File: config.mk
export PLATFORM = sky130hd
export DESIGN_NAME = mem_arbiter
export DESIGN_NICKNAME = d
export VERILOG_FILES = /design/src/rtl/mem_arbiter.sv
export SDC_FILE = /design/constraint.sdc
export NUM_CORES = 1
export LEC_CHECK = 0
export BUFFER_PORTS_ARGS = -buffer_cell sky130_fd_sc_hd__buf_2
export CAP_MARGIN = 20
export CORE_AREA = 2 2 236 238
export CTS_BUF_LIST = sky130_fd_sc_hd__clkbuf_4 sky130_fd_sc_hd__clkbuf_8 sky130_fd_sc_hd__clkbuf_16
export DETAILED_ROUTE_END_ITERATION = 8
export DIE_AREA = 0 0 238 240
export HOLD_SLACK_MARGIN = 0.03
export PLACE_DENSITY = 0.43
export SLEW_MARGIN = 20
export SYNTH_ARGS = -nofsm -noshare
export SYNTH_HDL_FRONTEND = slang
export SYNTH_SLANG_ARGS = --single-unit
export TNS_END_PERCENT = 10
File: constraint.sdc
create_clock -name clk -period 1.95 [get_ports clk]
set_clock_uncertainty 0.05 [all_clocks]
set_input_delay 0.585 -clock clk [delete_from_list [all_inputs] [get_ports clk]]
set_output_delay 0.585 -clock clk [all_outputs]
set_load 0.02 [all_outputs]
File: src/rtl/mem_arbiter.sv
// Two-port round-robin arbiter sharing one fixed-latency 64-bit memory bus.
// One transaction in flight; every output is a registered copy of the FSM state.
module mem_arbiter #(
  parameter int LAT = 2,
  parameter int AW  = 64,
  parameter int DW  = 64
) (
  input  logic          clk,
  input  logic          reset,
  input  logic          p0_req,
  input  logic          p0_rw,
  input  logic [AW-1:0] p0_addr,
  input  logic [DW-1:0] p0_wdata,
  input  logic [3:0]    p0_size,
  output logic          p0_gnt,
  output logic          p0_done,
  output logic [DW-1:0] p0_rdata,
  input  logic          p1_req,
  input  logic          p1_rw,
  input  logic [AW-1:0] p1_addr,
  input  logic [DW-1:0] p1_wdata,
  input  logic [3:0]    p1_size,
  output logic          p1_gnt,
  output logic          p1_done,
  output logic [DW-1:0] p1_rdata,
  output logic          m_valid,
  output logic          m_rw,
  output logic [AW-1:0] m_addr,
  output logic [DW-1:0] m_wdata,
  output logic [3:0]    m_size,
  input  logic [DW-1:0] m_rdata,
  output logic          busy
);

  typedef enum logic {
    IDLE = 1'b0,
    BUSY = 1'b1
  } state_t;

  localparam logic [3:0] LAT_C = 4'(LAT);

  state_t        state_q, state_d;
  logic          last_q, last_d;
  logic [3:0]    cnt_q, cnt_d;
  logic          owner_q, owner_d;
  logic          win1;

  logic          valid_d, rw_d, busy_d;
  logic          gnt0_d, gnt1_d;
  logic          done0_d, done1_d;
  logic [AW-1:0] addr_d;
  logic [DW-1:0] wdata_d;
  logic [3:0]    size_d;
  logic [DW-1:0] rdata0_d, rdata1_d;

  always_comb begin
    state_d  = state_q;
    last_d   = last_q;
    cnt_d    = cnt_q;
    owner_d  = owner_q;
    valid_d  = 1'b0;
    gnt0_d   = 1'b0;
    gnt1_d   = 1'b0;
    done0_d  = 1'b0;
    done1_d  = 1'b0;
    rw_d     = m_rw;
    addr_d   = m_addr;
    wdata_d  = m_wdata;
    size_d   = m_size;
    rdata0_d = p0_rdata;
    rdata1_d = p1_rdata;
    busy_d   = busy;
    // On contention the port that did not win last time goes first
    win1     = p1_req & (~p0_req | ~last_q);

    unique case (state_q)
      IDLE: begin
        if (p0_req | p1_req) begin
          valid_d = 1'b1;
          rw_d    = win1 ? p1_rw    : p0_rw;
          addr_d  = win1 ? p1_addr  : p0_addr;
          wdata_d = win1 ? p1_wdata : p0_wdata;
          size_d  = win1 ? p1_size  : p0_size;
          gnt0_d  = ~win1;
          gnt1_d  = win1;
          owner_d = win1;
          last_d  = win1;
          cnt_d   = LAT_C;
          busy_d  = 1'b1;
          state_d = BUSY;
        end
      end
      BUSY: begin
        if (cnt_q != 4'd0) begin
          cnt_d = cnt_q - 4'd1;
        end else begin
          if (!m_rw) begin
            if (owner_q) rdata1_d = m_rdata;
            else         rdata0_d = m_rdata;
          end
          done0_d = ~owner_q;
          done1_d = owner_q;
          busy_d  = 1'b0;
          state_d = IDLE;
        end
      end
      default: state_d = IDLE;
    endcase
  end

  always_ff @(posedge clk) begin
    if (!reset) begin
      state_q  <= IDLE;
      last_q   <= 1'b1;
      cnt_q    <= 4'd0;
      owner_q  <= 1'b0;
      m_valid  <= 1'b0;
      m_rw     <= 1'b0;
      m_addr   <= '0;
      m_wdata  <= '0;
      m_size   <= 4'd0;
      p0_gnt   <= 1'b0;
      p1_gnt   <= 1'b0;
      p0_done  <= 1'b0;
      p1_done  <= 1'b0;
      p0_rdata <= '0;
      p1_rdata <= '0;
      busy     <= 1'b0;
    end else begin
      state_q  <= state_d;
      last_q   <= last_d;
      cnt_q    <= cnt_d;
      owner_q  <= owner_d;
      m_valid  <= valid_d;
      m_rw     <= rw_d;
      m_addr   <= addr_d;
      m_wdata  <= wdata_d;
      m_size   <= size_d;
      p0_gnt   <= gnt0_d;
      p1_gnt   <= gnt1_d;
      p0_done  <= done0_d;
      p1_done  <= done1_d;
      p0_rdata <= rdata0_d;
      p1_rdata <= rdata1_d;
      busy     <= busy_d;
    end
  end

endmodule
# Word level (Yosys, flattened, before mapping)
# Index checks and enable logic that the tools add are counted.
dict set report classes {
  add_sub_neg 1
  eq_ne 3
  mux 13
  bitwise 12
  reduce_logical 9
}
# cell count
set op_table {}
lappend op_table {{$mux W64} 2}
lappend op_table {{$mux W4} 3}
lappend op_table {{$not A1 Y1} 9}
lappend op_table {{$pmux W4 S2} 1}
lappend op_table {{$reduce_and A4 Y1} 2}
lappend op_table {{$reduce_and A2 Y1} 3}
lappend op_table {{$reduce_or A3 Y1} 2}
lappend op_table {{$mux W1} 5}
lappend op_table {{$ne A2 B2 Y1 const B} 2}
lappend op_table {{$pmux W1 S2} 2}
lappend op_table {{$reduce_bool A4 Y1} 1}
lappend op_table {{$sub A4 B1 Y4 const B} 1}
lappend op_table {{$ne A2 B1 Y1 const B} 1}
lappend op_table {{$or A1 B1 Y1} 2}
lappend op_table {{$reduce_or A2 Y1} 1}
lappend op_table {{$and A1 B1 Y1} 1}
dict set report totals {
  regBits 274
  in_bits 334
  out_inout_bits 267
}

# Depth between registers and ports, before layout
# Gate-level depths: netlist (run 1).
dict set report depth {
  word_depth 4
  ltp_mapped 7
  depth_no_buf 5
}

# Worst setup path after synthesis (run 1)
# OpenSTA, ideal clock, no wires.
dict set report synth_timing {
  path_type {input to register}
  startpoint {input p0_req}
  endpoint {register m_addr[10]}
  arrival_ps 1361
  slack_ps 420
  path_stages 6
  path_buffers 3
  path_cell_list {o21ba_1 > buf_2 > buf_4 > clkbuf_2 > o21ai_0 > a21oi_1}
}
dict set report synth_via {
  elab_chain_len 4
  elab_cells_between_ends 6
}
# element line
set synth_rtl {}
lappend synth_rtl {{from (decl)} 10} ;# input logic p0_req,
lappend synth_rtl {{$not A1 Y1} 74} ;# win1 = p1_req & (~p0_req | ~last_q);
lappend synth_rtl {{$or A1 B1 Y1} 74}
lappend synth_rtl {{$and A1 B1 Y1} 74}
lappend synth_rtl {{$mux W64} 81} ;# addr_d = win1 ? p1_addr : p0_addr;
lappend synth_rtl {{to (signal assigned)} 136} ;# m_addr <= addr_d;
lappend synth_rtl {{to (decl)} 28} ;# output logic [AW-1:0] m_addr,
# Several ways; a longest one is shown, not always the timed one.
# A chain may end at the register's enable or synchronous reset.

# Worst setup path in the final report (run 1)
dict set report layout_timing {
  startpoint {register m_rw}
  endpoint {output m_rw}
}
# element line
set layout_lines {}
lappend layout_lines {{from (decl)} 27} ;# output logic m_rw,
lappend layout_lines {{from (signal assigned)} 135} ;# m_rw <= rw_d;
# No word-level cell between the ends.

==> results of run 1 <==
[metal layers]
metal  up-vias  GRT usage [%]
met2       433           24.0
met1      5181           17.4
met5         -              0
li1       5503              -
met3        75           5.24
met4        12           4.68
[path summary, 6_finish.rpt]
path	cells past startpoint	to	start	slack, ps
max reg2reg	4	cnt_q[2]	state_q	140
min reg2reg	2	p0_rdata[30]	p0_rdata[30]	400
min	3	m_wdata[33]	p0_wdata[33]	240
max	1	m_rw	m_rw	70
[layout by cell type, fill, tap and decap left out, drive strengths merged, types with 2 or more instances in the layout]
| master | count |
|---|---|
| a21boi | 3 |
| o21ai | 136 |
| nand2 | 331 |
| ha | 2 |
| nor3b | 2 |
| inv | 7 |
| diode | 4 |
| clkinv | 4 |
| dfxtp | 274 |
| clkbuf | 51 |
| nor2 | 4 |
| a21oi | 266 |
| mux2i | 129 |
| nand3 | 2 |
| buf | 643 |
[stage by stage]
stage | std cells | setup WS, ps | power [W] | hold slack [ps] | cell area [um2]
after global routing | 2579 | 3.57 | 0.0162 | 206 | 15900
after CTS | 2576 | 12.2 | 0.0157 | 184 | 15800
after floorplan | 1285 | 420 | 0.00809 | 379 | 10800
after global placement | 2519 | 157 | 0.00943 | 392 | 14800
final | 2580 | 67.2 | 0.0154 | 237 | 15900
after detailed placement | 2519 | 123 | 0.00945 | 399 | 14800
[power breakdown]
part | total (W) | switching, W | internal [W]
registers | 0.00629 | 0.000234 | 0.00606
clock network | 0.00611 | 0.00250 | 0.00361
logic | 0.00301 | 0.00187 | 0.00114
total | 0.0154 | 0.00460 | 0.0108
[layout make-up]
class	count	area, um2
clock inverters	6	56.3
repair buffers	643	3570
well taps	704	881
flip-flops and latches	274	5490
diodes	4	10.0
clock buffers	51	1020
inverters	5	18.8
fillers	5987	38800
multi-input cells	893	4820
[cells by family (layout without fill, tap and decap cells)]
| family | after synthesis | count (layout) | synth area share (%) |
|---|---|---|---|
| AO/OA/AOI/OAI | 412 | 412 | 19.4 |
| other | 0 | 4 | 0 |
| AND/OR/NAND/NOR | 350 | 350 | 12.7 |
| adder cells (fa/ha/maj) | 2 | 2 | 0.231 |
| flip-flops | 274 | 274 | 50.7 |
| buffers and inverters | 118 | 705 | 5.11 |
| multiplexers | 129 | 129 | 11.9 |
[flip-flops by register name, summed over array words and instances, names as in the netlist, 4 cells and up]
signal,flops
m_addr,64
m_size,4
m_wdata,64
p0_rdata,64
cnt_q,4
p1_rdata,64
==> results_dict.tcl, run 1 <==
set metrics [dict create \
    maxUsedRoutingLayer "met5" \
    clock_sinks 274 \
    cts_resized 0 \
    drt_iter0_drc 357 \
    crit_path_start_kind "register" \
    drive_gt1_share_pct 37.7 \
    first_pass_iters 4 \
    ctsRootBufferMaster "clkbuf_16" \
    core-area_um2 54700 \
    slowest_delay_ps 480 \
    period_share_pct 96.6 \
    slew_headroom_pct 48.2 \
    hp-class "in -> reg" \
    start_util_pct 19.8 \
    postCtsHoldBufs 0 \
    hpwl_mm 31.6 \
    ys_seq_area_share_pct 50.7 \
    synth.top_cell.area_share_pct 50.7 \
    num_rows 86 \
    final_max_slew_viol_count 0 \
    grt_pass1_vias 11200 \
    yosysMostFrequentCell "nand2_1" \
    drcViolationCount 0 \
    htree_levels 2 \
    synth_commonest_cells "331 x nand2_1, 274 x dfxtp_1, 266 x a21oi_1, 129 x mux2i_1, 124 x o21ai_0" \
    cp_slowest_cell "dfxtp_1" \
    wl_mm 43.5 \
    max_slew.worst_pin.slew_ps 766 \
    wl_per_cell_um 16.8 \
    ys_ff_latch 274 \
    cts.clk_slew.worst_paths_ps 60 \
    clk_latency_ps 530 \
    cts_setup_buffers 0 \
    ir_worst_vdd_v 0.000517 \
    grt_pass1_wl_mm 64.9 \
    tritoncts "built" \
    run_status "finished, final reports clean" \
    ys_async_sr_fraction_pct 0 \
    power_density_nw_per_um2 972 \
    clockBufferDepth 3 \
    vias 11200 \
    die_h_um 240 \
    die-area_um2 57100 \
    grt_max_degree 69 \
    grt_usage_pct 14.5 \
    route.met2.wl_mm 20.2 \
    final_util_pct 29.0 \
    cts_made_buffers 34 \
    synth.area.top_cells "dfxtp_1 51%, a21oi_1 12%, mux2i_1 12%" \
    fmax_mhz 531 \
    gr-total-overflow 0 \
    critPathTopFamily "flip-flops" \
    antenna_found_initial 12 \
    syn_avg_cell_area_um2 8.42 \
    end_kind "output port" \
    die_x_um 238 \
    dr_wl_met3_mm 3.80 \
    critPathKind "reg -> out" \
    nets 2187 \
    port-buffer-count 600 \
    drv_cap 0 \
    crit_arrival_ps 1250 \
    synth_edf_count 0 \
    path_max_fanout 3 \
    syn2layout_area_growth_pct 46.6 \
    gp_congestion 0.795 \
    synth_area_um2 10800 \
    final_antenna_net_count 0 \
    worstPathRequired_ps 1310 \
    wl_met1_mm 18.2 \
    io_pins 601 \
    yosysTopAreaCell "dfxtp_1" \
    syn_inst 1285 \
    path_cells "buf_2" \
    yosysWarnings 0 \
    setup_viol 0 \
    static-leakage-power_nw 8.32 \
    period_minus_slack_ps 1880 \
    rsz0062_at_grt "no" \
    cp.buffers_inverters 1 \
    ys_types 36 \
    via_per_inst 4.34 \
    synth_fp_nets 1621 \
    tns_ps 0 \
    ys.flop_type "dfxtp_1" \
    finalHoldViolCount 0 \
]
(Power assumes the default switching activity.)
==> run 2: changes to the inputs <==
--- a/config.mk
+++ b/config.mk
@@ -5,14 +5,14 @@
 export SDC_FILE = /design/constraint.sdc
 export NUM_CORES = 1
 export LEC_CHECK = 0
-export BUFFER_PORTS_ARGS = -buffer_cell sky130_fd_sc_hd__buf_2
 export CAP_MARGIN = 20
 export CORE_AREA = 2 2 236 238
 export CTS_BUF_LIST = sky130_fd_sc_hd__clkbuf_4 sky130_fd_sc_hd__clkbuf_8 sky130_fd_sc_hd__clkbuf_16
 export DETAILED_ROUTE_END_ITERATION = 8
 export DIE_AREA = 0 0 238 240
+export DONT_BUFFER_PORTS = 1
 export HOLD_SLACK_MARGIN = 0.03
-export PLACE_DENSITY = 0.43
+export PLACE_DENSITY = 0.31
 export SLEW_MARGIN = 20
 export SYNTH_ARGS = -nofsm -noshare
 export SYNTH_HDL_FRONTEND = slang
==> constraint.sdc (replaced) <==
create_clock -name clk -period 1.95 [get_ports clk]
set_clock_uncertainty 0.05 [all_clocks]
set_input_delay 0.585 -clock clk [delete_from_list [all_inputs] [get_ports clk]]
set_output_delay 0.585 -clock clk [all_outputs]
set_load 0.1 [all_outputs]
==> results_dict.tcl, run 2 (same netlist as run 1, synthesis figures left out) <==
set metrics [dict create \
    io_pins 601 \
    cts_made_buffers 36 \
    fill_cells 5938 \
    core-area_um2 54700 \
    grt_usage_pct 14.9 \
    end_kind "output port" \
    nets 1842 \
    clockBufferDepth 3 \
    cp.buffers_inverters 1 \
    die-area_um2 57100 \
    die_x_um 238 \
    gp_congestion 0.797 \
    power_density_nw_per_um2 1250 \
    drt_iter0_drc 423 \
    via_per_inst 4.44 \
    wl_per_cell_um 20.2 \
    gr-total-overflow 0 \
    ctsRootBufferMaster "clkbuf_16" \
    slowest_delay_ps 380 \
    cp_slowest_cell "dfxtp_1" \
    grt_pass1_wl_mm 64.7 \
    drv_cap 0 \
    run_status "finished, final reports clean" \
    static-leakage-power_nw 7.02 \
    hp-class "in -> reg" \
    final_common_cell "nand2_1" \
    port-buffer-count 0 \
    tritoncts "built" \
    finalHoldViolCount 0 \
    postCtsHoldBufs 0 \
    path_max_fanout 2 \
    syn2layout_area_growth_pct 36.7 \
    setup_viol 0 \
    rsz0062_at_grt "no" \
    drive_gt1_share_pct 23.7 \
    cts_setup_buffers 0 \
    crit_path_start_kind "register" \
    hpwl_mm 31.8 \
    slew_headroom_pct 58.4 \
    period_minus_slack_ps 1850 \
    die_h_um 240 \
    crit_arrival_ps 1220 \
    vias 9916 \
    finalInstanceArea_um2 14800 \
    first_pass_iters 5 \
    clk_latency_ps 540 \
    grt_max_degree 339 \
    path_cells "buf_4" \
    ir_worst_vdd_v 0.000618 \
    cts.clk_slew.worst_paths_ps 60 \
    critPathTopFamily "flip-flops" \
    start_util_pct 19.8 \
    drcViolationCount 0 \
    worstPathRequired_ps 1310 \
    grt_pass1_vias 9972 \
    max_slew.worst_pin.slew_ps 624 \
    final_antenna_net_count 0 \
    wl_mm 45.1 \
    clock_sinks 274 \
    final_cell_mix "331 x nand2_1, 283 x buf_4, 274 x dfxtp_1" \
    htree_levels 2 \
    tns_ps 0 \
    period_share_pct 95.1 \
    fmax_mhz 539 \
    antenna_found_initial 2 \
    critPathKind "reg -> out" \
    final_max_slew_viol_count 0 \
    place_area_um2 13600 \
    num_rows 86 \
]
==> run 2: where the power goes <==
group | leakage, nW | internal (W) | total [W] | switching, W
clock network | 0.604 | 0.00417 | 0.00680 | 0.00264
logic | 4.16 | 0.00112 | 0.00553 | 0.00442
registers | 2.25 | 0.00605 | 0.00619 | 0.000140
total | 7.02 | 0.0113 | 0.0185 | 0.00719
==> run 2: layout make-up <==
cell class,instances,area [um2],share of cell area [%]
inverters,5,18.8,0.127
well taps,704,881,5.96
diodes,2,5.00,0.0338
flip-flops and latches,274,5490,37.1
clock inverters,6,95.1,0.643
repair buffers,296,2380,16.1
multi-input cells,893,4820,32.6
clock buffers,55,1110,7.48
==> run 2: what timing repair did <==
action	CTS	global route
pin swaps	0	0
endpoints found under the setup margin	1	1
resized for setup	1	1
==> run 2: path summary, 6_finish.rpt <==
path	start	end	slack (ps)	cells after the start
setup / recovery	p1_rdata[19]	p1_rdata[19]	100	1
hold / removal	p0_size[0]	m_size[0]	120	2
setup reg to reg	cnt_q[0]	p0_rdata[7]	130	6
hold reg to reg	p0_rdata[22]	p0_rdata[22]	410	2
==> run 2: per-layer routing <==
| metal | vias up | global-route usage [%] | wire length, um |
|---|---|---|---|
| met2 | 440 | 24.3 | 21100 |
| met3 | 81 | 6.42 | 4750 |
| met4 | 0 | 6.14 | 1590 |
| li1 | 4797 | - | - |
| met1 | 4598 | 17.0 | 17600 |
| met5 | - | 0 | 0 |
==> run 2: per-stage QoR <==
stage / utilization [%] / std cells / setup slack, ps / total power (W) / hold slack [ps]
2_1_floorplan: - / 1285 / 44.7 / 0.0107 / 379
3_3_place_gp: 24.8 / 2172 / 183 / 0.0119 / 396
3_5_place_dp: 24.8 / 2172 / 152 / 0.0119 / 404
4_1_cts: 27.0 / 2233 / 16.8 / 0.0189 / 68.7
5_1_grt: 27.1 / 2235 / 15.9 / 0.0193 / 92.2
6_report: 27.1 / 2235 / 95.1 / 0.0185 / 122
==> run 2: worst register-to-register path: stages, from the launching register on <==
cell,delay [ps]
dfxtp_1,340
inv_1,80
ha_1,210
nor2b_1,150
nand4b_1,140
clkbuf_16,400
mux2i_1,350
==> run 3: changes to the inputs <==
--- a/config.mk
+++ b/config.mk
@@ -6,13 +6,13 @@
 export NUM_CORES = 1
 export LEC_CHECK = 0
 export CAP_MARGIN = 20
-export CORE_AREA = 2 2 236 238
+export CORE_AREA = 2 2 231 233
 export CTS_BUF_LIST = sky130_fd_sc_hd__clkbuf_4 sky130_fd_sc_hd__clkbuf_8 sky130_fd_sc_hd__clkbuf_16
 export DETAILED_ROUTE_END_ITERATION = 8
-export DIE_AREA = 0 0 238 240
+export DIE_AREA = 0 0 233 235
 export DONT_BUFFER_PORTS = 1
 export HOLD_SLACK_MARGIN = 0.03
-export PLACE_DENSITY = 0.31
+export PLACE_DENSITY = 0.32
 export SLEW_MARGIN = 20
 export SYNTH_ARGS = -nofsm -noshare
 export SYNTH_HDL_FRONTEND = slang
==> constraint.sdc (replaced) <==
create_clock -name clk -period 1.95 [get_ports clk]
set_clock_uncertainty 0.05 [all_clocks]
set_input_delay 0.195 -clock clk [delete_from_list [all_inputs] [get_ports clk]]
set_output_delay 0.195 -clock clk [all_outputs]
set_load 0.1 [all_outputs]
==> results_dict.tcl, run 3 <==
set metrics [dict create \
    clockBufferDepth 3 \
    synth.area.top_cells "dfxtp_1 51%, a21oi_1 12%, mux2i_1 12%" \
    synth.top_cell.area_share_pct 50.7 \
    postCtsHoldBufs 442 \
    synth_area_um2 10800 \
    start_util_pct 20.7 \
    syn_avg_cell_area_um2 8.42 \
    port-buffer-count 0 \
    run_status "aborted with a tool error" \
    num_rows 84 \
    hpwl_mm 30.1 \
    synth_commonest_cells "331 x nand2_1, 274 x dfxtp_1, 266 x a21oi_1, 129 x mux2i_1, 124 x o21ai_0" \
    ys_seq_area_share_pct 50.7 \
    htree_levels 2 \
    synth_fp_nets 1621 \
    error_line "[ERROR RSZ-0060] Max buffer count reached." \
    cts_made_buffers 35 \
    yosysMostFrequentCell "nand2_1" \
    clock_sinks 274 \
    yosysWarnings 0 \
    ctsRootBufferMaster "clkbuf_16" \
    die_h_um 235 \
    syn_inst 1285 \
    ys_types 36 \
    die_x_um 233 \
    gp_congestion 0.786 \
    ys_ff_latch 274 \
    cts_resized 0 \
    yosysTopAreaCell "dfxtp_1" \
    io_pins 601 \
    cts_setup_buffers 0 \
    ys.flop_type "dfxtp_1" \
    ys_async_sr_fraction_pct 0 \
    synth_edf_count 0 \
    stop_stage "4_1_cts" \
]
-- run 3: cell counts after synthesis --
Identical to the previous run, type by type.
-- run 3: logic make-up after synthesis --
kind of cell	Yosys count	synth area share, %
compound gates	412	19.4
buf+inv	118	5.11
fa+ha+maj	2	0.231
mux	129	11.9
simple gates	350	12.7
flops	274	50.7
-- run 3: metrics by stage --
step / util, % / setup WS, ps / instances / area, um2 / hold WS, ps
2_1_floorplan: - / 44.7 / 1285 / 10800 / 279
3_3_place_gp: 25.8 / 191 / 2147 / 13500 / 282
3_5_place_dp: 25.8 / 160 / 2147 / 13500 / 284
==> run 4: changes to the inputs <==
--- a/config.mk
+++ b/config.mk
@@ -7,12 +7,10 @@
 export LEC_CHECK = 0
 export CAP_MARGIN = 20
 export CORE_AREA = 2 2 231 233
-export CTS_BUF_LIST = sky130_fd_sc_hd__clkbuf_4 sky130_fd_sc_hd__clkbuf_8 sky130_fd_sc_hd__clkbuf_16
 export DETAILED_ROUTE_END_ITERATION = 8
 export DIE_AREA = 0 0 233 235
 export DONT_BUFFER_PORTS = 1
-export HOLD_SLACK_MARGIN = 0.03
-export PLACE_DENSITY = 0.32
+export PLACE_DENSITY_LB_ADDON = 0.15
 export SLEW_MARGIN = 20
 export SYNTH_ARGS = -nofsm -noshare
 export SYNTH_HDL_FRONTEND = slang
==> results_dict.tcl, run 4 <==
set metrics [dict create \
    cts_made_buffers 35 \
    synth_area_um2 10800 \
    num_rows 84 \
    cts_resized 0 \
    postCtsHoldBufs 443 \
    clockBufferDepth 3 \
    ys_ff_latch 274 \
    io_pins 601 \
    syn_inst 1285 \
    die_x_um 233 \
    cts_setup_buffers 0 \
    yosysWarnings 0 \
    ys.flop_type "dfxtp_1" \
    syn_avg_cell_area_um2 8.42 \
    die_h_um 235 \
    ys_async_sr_fraction_pct 0 \
    dpl.cell_count 2152 \
    synth.top_cell.area_share_pct 50.7 \
    synth.area.top_cells "dfxtp_1 51%, a21oi_1 12%, mux2i_1 12%" \
    ys_seq_area_share_pct 50.7 \
    synth_edf_count 0 \
    ctsRootBufferMaster "clkbuf_16" \
    synth_commonest_cells "331 x nand2_1, 274 x dfxtp_1, 266 x a21oi_1, 129 x mux2i_1, 124 x o21ai_0" \
    synth_fp_nets 1621 \
    yosysTopAreaCell "dfxtp_1" \
    htree_levels 2 \
    ys_types 36 \
    clock_sinks 274 \
    run_status "aborted with a tool error" \
    stop_stage "4_1_cts" \
    start_util_pct 20.7 \
    yosysMostFrequentCell "nand2_1" \
    hpwl_mm 31.2 \
    error_line "[ERROR RSZ-0060] Max buffer count reached." \
    gp_congestion 0.821 \
    port-buffer-count 0 \
    place_area_um2 13500 \
]
[run 4: kinds of logic after synthesis]
family          Yosys count  synth area share [%]
fa+ha+maj                 2                 0.231
flops                   274                  50.7
simple gates            350                  12.7
buf+inv                 118                  5.11
mux                     129                  11.9
compound gates          412                  19.4
[run 4: stage by stage]
step / util, % / setup WS (ps)
after floorplan: - / 44.7
after global placement: 25.9 / 177
after detailed placement: 25.9 / 113
